$ cat src/rtl/operand_issue_stage.sv
// Operand fetch / issue stage between decode and execute.
// Reads operands from the register file, holds the issued instruction in an
// ID/EX output register, tracks pending destination writes in a busy
// scoreboard (stalling on RAW and WAW), and owns the register-file write port
// so that writeback data and busy release arrive through one place.
module operand_issue_stage #(
  parameter int DATA_W = 32,
  parameter int CTRL_W = 16
) (
  input  logic              clk,
  input  logic              reset,

  input  logic              in_valid_i,
  output logic              in_ready_o,
  input  logic [4:0]        in_rs1_i,
  input  logic [4:0]        in_rs2_i,
  input  logic [4:0]        in_rd_i,
  input  logic              in_use_rs1_i,
  input  logic              in_use_rs2_i,
  input  logic              in_wr_rd_i,
  input  logic [CTRL_W-1:0] in_ctrl_i,

  output logic [4:0]        rf_rd_addr1_o,
  output logic [4:0]        rf_rd_addr2_o,
  input  logic [DATA_W-1:0] rf_rd_data1_i,
  input  logic [DATA_W-1:0] rf_rd_data2_i,

  output logic              out_valid_o,
  input  logic              out_ready_i,
  output logic [DATA_W-1:0] out_op1_o,
  output logic [DATA_W-1:0] out_op2_o,
  output logic [4:0]        out_rd_o,
  output logic              out_wr_rd_o,
  output logic [CTRL_W-1:0] out_ctrl_o,

  input  logic              wb_valid_i,
  input  logic              wb_we_i,
  input  logic [4:0]        wb_rd_i,
  input  logic [DATA_W-1:0] wb_data_i,
  output logic              rf_wrt_en_o,
  output logic [4:0]        rf_wrt_addr_o,
  output logic [DATA_W-1:0] rf_wrt_data_o,

  input  logic              flush_i,
  output logic [31:0]       busy_vec_o
);

  logic [31:0]       busy_q, busy_d;
  logic              out_valid_q, out_valid_d;
  logic [DATA_W-1:0] out_op1_q, out_op2_q;
  logic [4:0]        out_rd_q;
  logic              out_wr_rd_q;
  logic [CTRL_W-1:0] out_ctrl_q;

  logic              rs1_nz, rs2_nz, rd_nz, wb_rd_nz, out_rd_nz;
  logic              hazard;
  logic              issue;
  logic [DATA_W-1:0] op1_sel, op2_sel;

  assign rs1_nz    = (in_rs1_i != 5'd0);
  assign rs2_nz    = (in_rs2_i != 5'd0);
  assign rd_nz     = (in_rd_i != 5'd0);
  assign wb_rd_nz  = (wb_rd_i != 5'd0);
  assign out_rd_nz = (out_rd_q != 5'd0);

  // Hazard looks only at the registered scoreboard: a writeback in this
  // cycle does not unblock a dependent until the next cycle (no bypass).
  assign hazard = (in_use_rs1_i & rs1_nz & busy_q[in_rs1_i])
                | (in_use_rs2_i & rs2_nz & busy_q[in_rs2_i])
                | (in_wr_rd_i   & rd_nz  & busy_q[in_rd_i]);

  assign in_ready_o = ~flush_i & ~hazard & (~out_valid_q | out_ready_i);
  assign issue      = in_valid_i & in_ready_o;

  assign rf_rd_addr1_o = in_rs1_i;
  assign rf_rd_addr2_o = in_rs2_i;

  // x0 always reads as zero regardless of what the register file returns.
  assign op1_sel = rs1_nz ? rf_rd_data1_i : '0;
  assign op2_sel = rs2_nz ? rf_rd_data2_i : '0;

  assign rf_wrt_en_o   = wb_valid_i & wb_we_i & wb_rd_nz;
  assign rf_wrt_addr_o = wb_rd_i;
  assign rf_wrt_data_o = wb_data_i;

  // Scoreboard next state: writeback release, flush release of the killed
  // output-register writer, then set on issue. The WAW stall guarantees the
  // set never targets a bit being released in the same cycle.
  always_comb begin
    busy_d = busy_q;
    if (wb_valid_i && wb_rd_nz) begin
      busy_d[wb_rd_i] = 1'b0;
    end
    if (flush_i && out_valid_q && out_wr_rd_q && out_rd_nz) begin
      busy_d[out_rd_q] = 1'b0;
    end
    if (issue && in_wr_rd_i && rd_nz) begin
      busy_d[in_rd_i] = 1'b1;
    end
  end

  // Output-register valid: flush kills, issue fills, a consumed entry empties.
  always_comb begin
    out_valid_d = out_valid_q;
    if (flush_i) begin
      out_valid_d = 1'b0;
    end else if (issue) begin
      out_valid_d = 1'b1;
    end else if (out_ready_i) begin
      out_valid_d = 1'b0;
    end
  end

  // Scoreboard and valid registers.
  always_ff @(posedge clk or posedge reset) begin
    if (reset) begin
      busy_q      <= '0;
      out_valid_q <= 1'b0;
    end else begin
      busy_q      <= busy_d;
      out_valid_q <= out_valid_d;
    end
  end

  // ID/EX payload: loads only on issue, otherwise holds (covers backpressure).
  always_ff @(posedge clk or posedge reset) begin
    if (reset) begin
      out_op1_q   <= '0;
      out_op2_q   <= '0;
      out_rd_q    <= '0;
      out_wr_rd_q <= 1'b0;
      out_ctrl_q  <= '0;
    end else if (issue) begin
      out_op1_q   <= op1_sel;
      out_op2_q   <= op2_sel;
      out_rd_q    <= in_rd_i;
      out_wr_rd_q <= in_wr_rd_i;
      out_ctrl_q  <= in_ctrl_i;
    end
  end

  assign out_valid_o = out_valid_q;
  assign out_op1_o   = out_op1_q;
  assign out_op2_o   = out_op2_q;
  assign out_rd_o    = out_rd_q;
  assign out_wr_rd_o = out_wr_rd_q;
  assign out_ctrl_o  = out_ctrl_q;
  assign busy_vec_o  = busy_q;

endmodule
$ cat config.mk
export PLATFORM = sky130hd
export DESIGN_NAME = operand_issue_stage
export DESIGN_NICKNAME = d
export VERILOG_FILES = /design/src/rtl/operand_issue_stage.sv
export SDC_FILE = /design/constraint.sdc
export NUM_CORES = 1
export LEC_CHECK = 0
export CAP_MARGIN = 20
export CORE_MARGIN = 8
export CORE_UTILIZATION = 36
export CTS_BUF_LIST = sky130_fd_sc_hd__clkbuf_8
export CTS_CLUSTER_SIZE = 16
export DETAILED_ROUTE_END_ITERATION = 10
export PLACE_DENSITY = 0.8
export SLEW_MARGIN = 5
export SYNTH_ARGS = -nofsm -noshare
export SYNTH_HDL_FRONTEND = slang
export SYNTH_SLANG_ARGS = --single-unit
$ cat constraint.sdc
create_clock -name clk -period 12.4 [get_ports clk]
set_input_delay 2.48 -clock clk [delete_from_list [all_inputs] [get_ports clk]]
set_output_delay 2.48 -clock clk [all_outputs]
set_load 0.02 [all_outputs]
Word-level counts from Yosys, hierarchy flattened
Index checks and enable logic that the tools add are counted.

Register bits after elaboration: 119. Latch bits: 0. Memory bits (writable): 0. ROM bits: 0. Input port bits: 142. Output and inout bits: 168. Logic and storage cells: 72. Memories kept: 0.

Add/subtract/negate cells: 0. $mul: 0. Div/mod/pow operators: 0. Magnitude comparators: 8. Equal/unequal tests: 0. Shift operators: 0. Mux-type cells: 20. Bitwise gates (word level): 22. Reduce and logical (&&, ||, !) cells: 15.

Operators with widths (count): $mux 32 (5); $and 32x32->32 (2); $not 32->32 (2); $or 32x32->32 (1); $lt 5x6->1 const B (5); $reduce_bool 5->1 (5); $bmux 1 s5 (3); $demux 1 s5 (3); $ge 5x1->1 const B (3); $and 1x1->1 (11); $logic_and 1x1->1 (9); $mux 1 (9); $not 1->1 (3); $or 1x1->1 (3); $reduce_bool 3->1 (1).

Longest topological paths before layout
Word-level depth: 12. Gate-level depth with buffers: 12. Depth with buffers taken out: 7.

Worst setup path before layout
OpenSTA, ideal clock, no wires.

Path type: input port to output port. Start: input port in_rs2_i[0]. End: output port in_ready_o. Arrival time: 3.957 ns. Slack: 5.963 ns. Cell stages on the path: 7. Path buffers: 1. Cell sequence: buf_2 > mux4_2 > a22oi_1 > nand4_1 > o2111ai_1 > and3_1 > and3_1.

Cells in the longest elaborated chain, start to end: 8.

Ends and longest elaborated chain: from (decl) (line 16) `input logic [4:0] in_rs2_i,`; $bmux 1 s5 or $reduce_bool 5->1 (tied branches) (line 69, 61); $mux 1 (implied by the code) or $and 1x1->1 (tied branches) (line 69) `| (in_use_rs2_i & rs2_nz & busy_q[in_rs2_i])`; $and 1x1->1 * (line 69); $or 1x1->1 * (line 69); $or 1x1->1 * (line 70) `| (in_wr_rd_i & rd_nz & busy_q[in_rd_i]);`; $not 1->1 * (line 72) `assign in_ready_o = ~flush_i & ~hazard & (~out_valid_q | out_ready_i);`; $and 1x1->1 * (2 in series) (line 72); to (decl) (line 14) `output logic in_ready_o,`.

Every way passes the cells marked *; elsewhere a longest branch is shown, timed or not. The select of a mux whose other input is x is not followed.

Worst setup path in the final report
Start: input port in_rd_i[1]. End: output port in_ready_o.

Cells in the longest elaborated chain, start to end: 7.

Ends and longest elaborated chain: from (decl) (line 17) `input logic [4:0] in_rd_i,`; $bmux 1 s5 or $reduce_bool 5->1 (tied branches) (line 70, 62); $mux 1 (implied by the code) or $and 1x1->1 (tied branches) (line 70); $and 1x1->1 * (line 70); $or 1x1->1 * (line 70); $not 1->1 * (line 72); $and 1x1->1 * (2 in series) (line 72).

Marks and branches as above.

==> results by group <==
Final layout
  • Fill cells: 1633
  • Commonest non-fill, non-tap cell in the layout: clkdlybuf4s50_1
  • Area taken by multi-input logic gates: 2790 um2
  • Most frequent cells in the layout: 245 x clkdlybuf4s50_1, 119 x dfrtp_1, 79 x mux2i_1, 75 x nand2_1, 67 x inv_1
  • Layout Cells excl Fill: 1038
  • Area grow syn2layout: 40.0%
  • Final Util: 51.3%
  • Final nets: 938
  • Diode count: 0
  • Reg area: 2980 um2
  • Final Cell Area: 9220 um2
  • Share of layout cells above drive strength 1: 8.78%

Flow run
  • Number of max-cap violations: 0

Place
  • Post-DP HPWL: 15.9 mm
  • Area after DPL: 8790 um2
  • Routability cong.: 0.984
  • I/O Buffers: 245
  • Placed cells: 1005
  • Post-Place Worst Slack: 4220 ps

Clock tree
  • CTS Sinks: 119
  • Clock transition at path regs: 70 ps
  • H-tree levels: 4
  • Clock Tree Root: clkbuf_8
  • Resized cells post-CTS: 0
  • Clock Path Buffers: 2
  • # Post-CTS Setup Buffers: 0
  • Skew-Pair Late Insertion Delay: 440 ps
  • CTS buffer count: 17
  • TritonCTS clock tree: done
  • CTS Hold Buffers Added: 0

Critical path
  • Crit path top cell by count: clkdlybuf4s50_1
  • CP Data Required Time: 9920 ps
  • Worst Setup End Kind: primary output
  • Worst R2R Setup Slack: 9450 ps
  • R2R cell count: 8
  • Critical path origin: in_rd_i[1]
  • Setup crit end: in_ready_o
  • Slowest Stage Delay on Critical Path: 1140 ps
  • Slowest CP cell: clkdlybuf4s50_1
  • Worst path top cell family by delay: buffers and inverters
  • Crit path cell chain: clkdlybuf4s50_1 > mux4_2 > inv_1 > o21ai_0 > o311a_1 > o311ai_1 > and3_1 > clkdlybuf4s50_1
  • Buf/Inv on CP: 3
  • RR Startpoint: busy_vec_o[5]$_DFF_PP0_
  • Worst setup SP type: input pin
  • Max FO, Critical Path: 20
  • WP depth: 8
  • CP Data Arrival Time: 5700 ps
  • Critical Setup Path Class: input pin to primary output
  • Reg2reg end: out_ctrl_o[6]$_DFFE_PP0N_

STA
  • Worst Skew: 18.6 ps
  • RSZ-0062 raised after global routing: false
  • Measured slew at the worst slew-check pin: 1020 ps
  • Hold Vio Cnt, Final: 0
  • Final setup vio count: 0
  • Min Tclk post-route: 8180 ps
  • FMAX: 0.122 GHz
  • Setup TNS: 0 ps
  • Relative slew margins: 31.8%
  • Tightest hold margin: 491 ps
  • Final setup margin: 4220 ps
  • Crit share post-route: 65.9%
  • Max-slew violation count: 0

Drt
  • Vias post-DR: 5673
  • DRC: 0
  • Wirelength per Cell: 21.1 um
  • DRT iter0 DRCs: 544
  • Drt first pass iters: 6
  • Post-Route WL: 21.9 mm
  • Vias/cell: 5.47
  • Detail Route Antenna Nets: 0

Power and ir drop
  • Final Power: 1.39 mW
  • Pleak: 4.32 nW
  • PwrDens: 151 nW/um2
  • Peak supply drop: 89.0 uV

Floorplan
  • Die width: 151 um
  • Core ar.: 18000 um2
  • Die Span Y: 151 um
  • Site Rows: 49
  • DIE AREA: 22900 um2
  • Initial core utilization: 36.7%
  • Count of boundary I/O pins: 310

Synth
  • Synth unique cells: 38
  • Post-synth top area share: 45.2%
  • Top cells by area, synth: dfrtp_1 45%, mux2i_1 12%, buf_4 6.3%
  • Sequential cell area fraction in the yosys report: 45.2%
  • Primary FF master, synth: dfrtp_1
  • Post-synth EDFFs: 0
  • Syn Nets: 756
  • Post-synth design cell area: 6590 um2
  • Cells after Synth: 614
  • Ys async rst share: 100%
  • Synth warn: 0
  • Synth Register Bits: 119
  • Mapped Avg Cell Area: 10.7 um2
  • Synth area leader: dfrtp_1

GRT
  • First-pass GRT wire length: 33.0 mm
  • Largest net degree at the start of global routing: 72
  • All-Layer GR Usage: 18.7%
  • Total grt overflow: 0
  • Initial antenna violation count: 1
  • Vias in the first global route: 5831

Run status
  • Status: finished clean

Hold path
  • Hold/Removal Path Class: register to register
[logic make-up (layout without fill, tap and decap cells)]
group	after synthesis	count (layout)	synth area share, %
AOI/OAI and AO/OA	79	79	9.44
buffers and inverters	154	349	12.5
DFF	119	119	45.2
and+or+nand+nor	141	141	10.8
muxes	121	121	22.1
[state kept, by name (all words and copies together), names as in the netlist]
register     cells
out_wr_rd_o      1
busy_vec_o      32
out_valid_o      1
out_op1_o       32
out_rd_o         5
out_op2_o       32
out_ctrl_o      16
[worst min-delay path by stage]
stage | startpoint | endpoint | cells past startpoint
2_1_floorplan | out_op1_o[0]$_DFFE_PP0N_ | out_op1_o[0]$_DFFE_PP0N_ | 2
3_3_place_gp | out_ctrl_o[3]$_DFFE_PP0N_ | out_ctrl_o[3]$_DFFE_PP0N_ | 1
3_5_place_dp | out_ctrl_o[13]$_DFFE_PP0N_ | out_ctrl_o[13]$_DFFE_PP0N_ | 1
4_1_cts | out_ctrl_o[15]$_DFFE_PP0N_ | out_ctrl_o[15]$_DFFE_PP0N_ | 1
5_1_grt | out_ctrl_o[11]$_DFFE_PP0N_ | out_ctrl_o[11]$_DFFE_PP0N_ | 1
6_report | out_ctrl_o[15]$_DFFE_PP0N_ | out_ctrl_o[15]$_DFFE_PP0N_ | 1
[area by class of cell]
cell class	instances	area share, %
Clock inverter	15	1.85
Timing Repair Buffer	250	27.2
Tap cell	229	3.11
Sequential cell	119	32.3
Multi-Input combinational cell	341	30.2
Clock buffer	17	2.54
Inverter	67	2.75
[where the power goes]
part	internal, mW	total (mW)	switching, mW
Clock	0.184	0.367	0.183
Combinational	0.243	0.489	0.246
Sequential	0.468	0.537	0.0695
Total	0.895	1.39	0.498
[layer usage]
layer	part of all wire (%)	GRT usage [%]	vias up
met4	3.5	8.96	2
li1	-	-	2494
met5	0.041	0	-
met2	47	29.0	399
met3	13	7.47	80
met1	37	22.2	2698
[Yosys cell counts, types with 3 or more instances]
library cell / number
and3_1: 3
buf_2: 11
buf_4: 55
buf_6: 3
clkbuf_1: 17
dfrtp_1: 119
inv_1: 67
mux2_1: 15
mux2_2: 10
mux2i_1: 79
mux4_2: 17
nand2_1: 75
nand2b_1: 5
nand3_1: 10
nand3b_1: 15
nand4_1: 4
nor2_1: 6
nor2b_1: 3
nor3_1: 4
o21ai_0: 3
o221ai_1: 30
o22ai_1: 6
o31ai_1: 31
or3_1: 3
or3b_2: 6
Note: power is estimated with default switching activity, not from simulation.
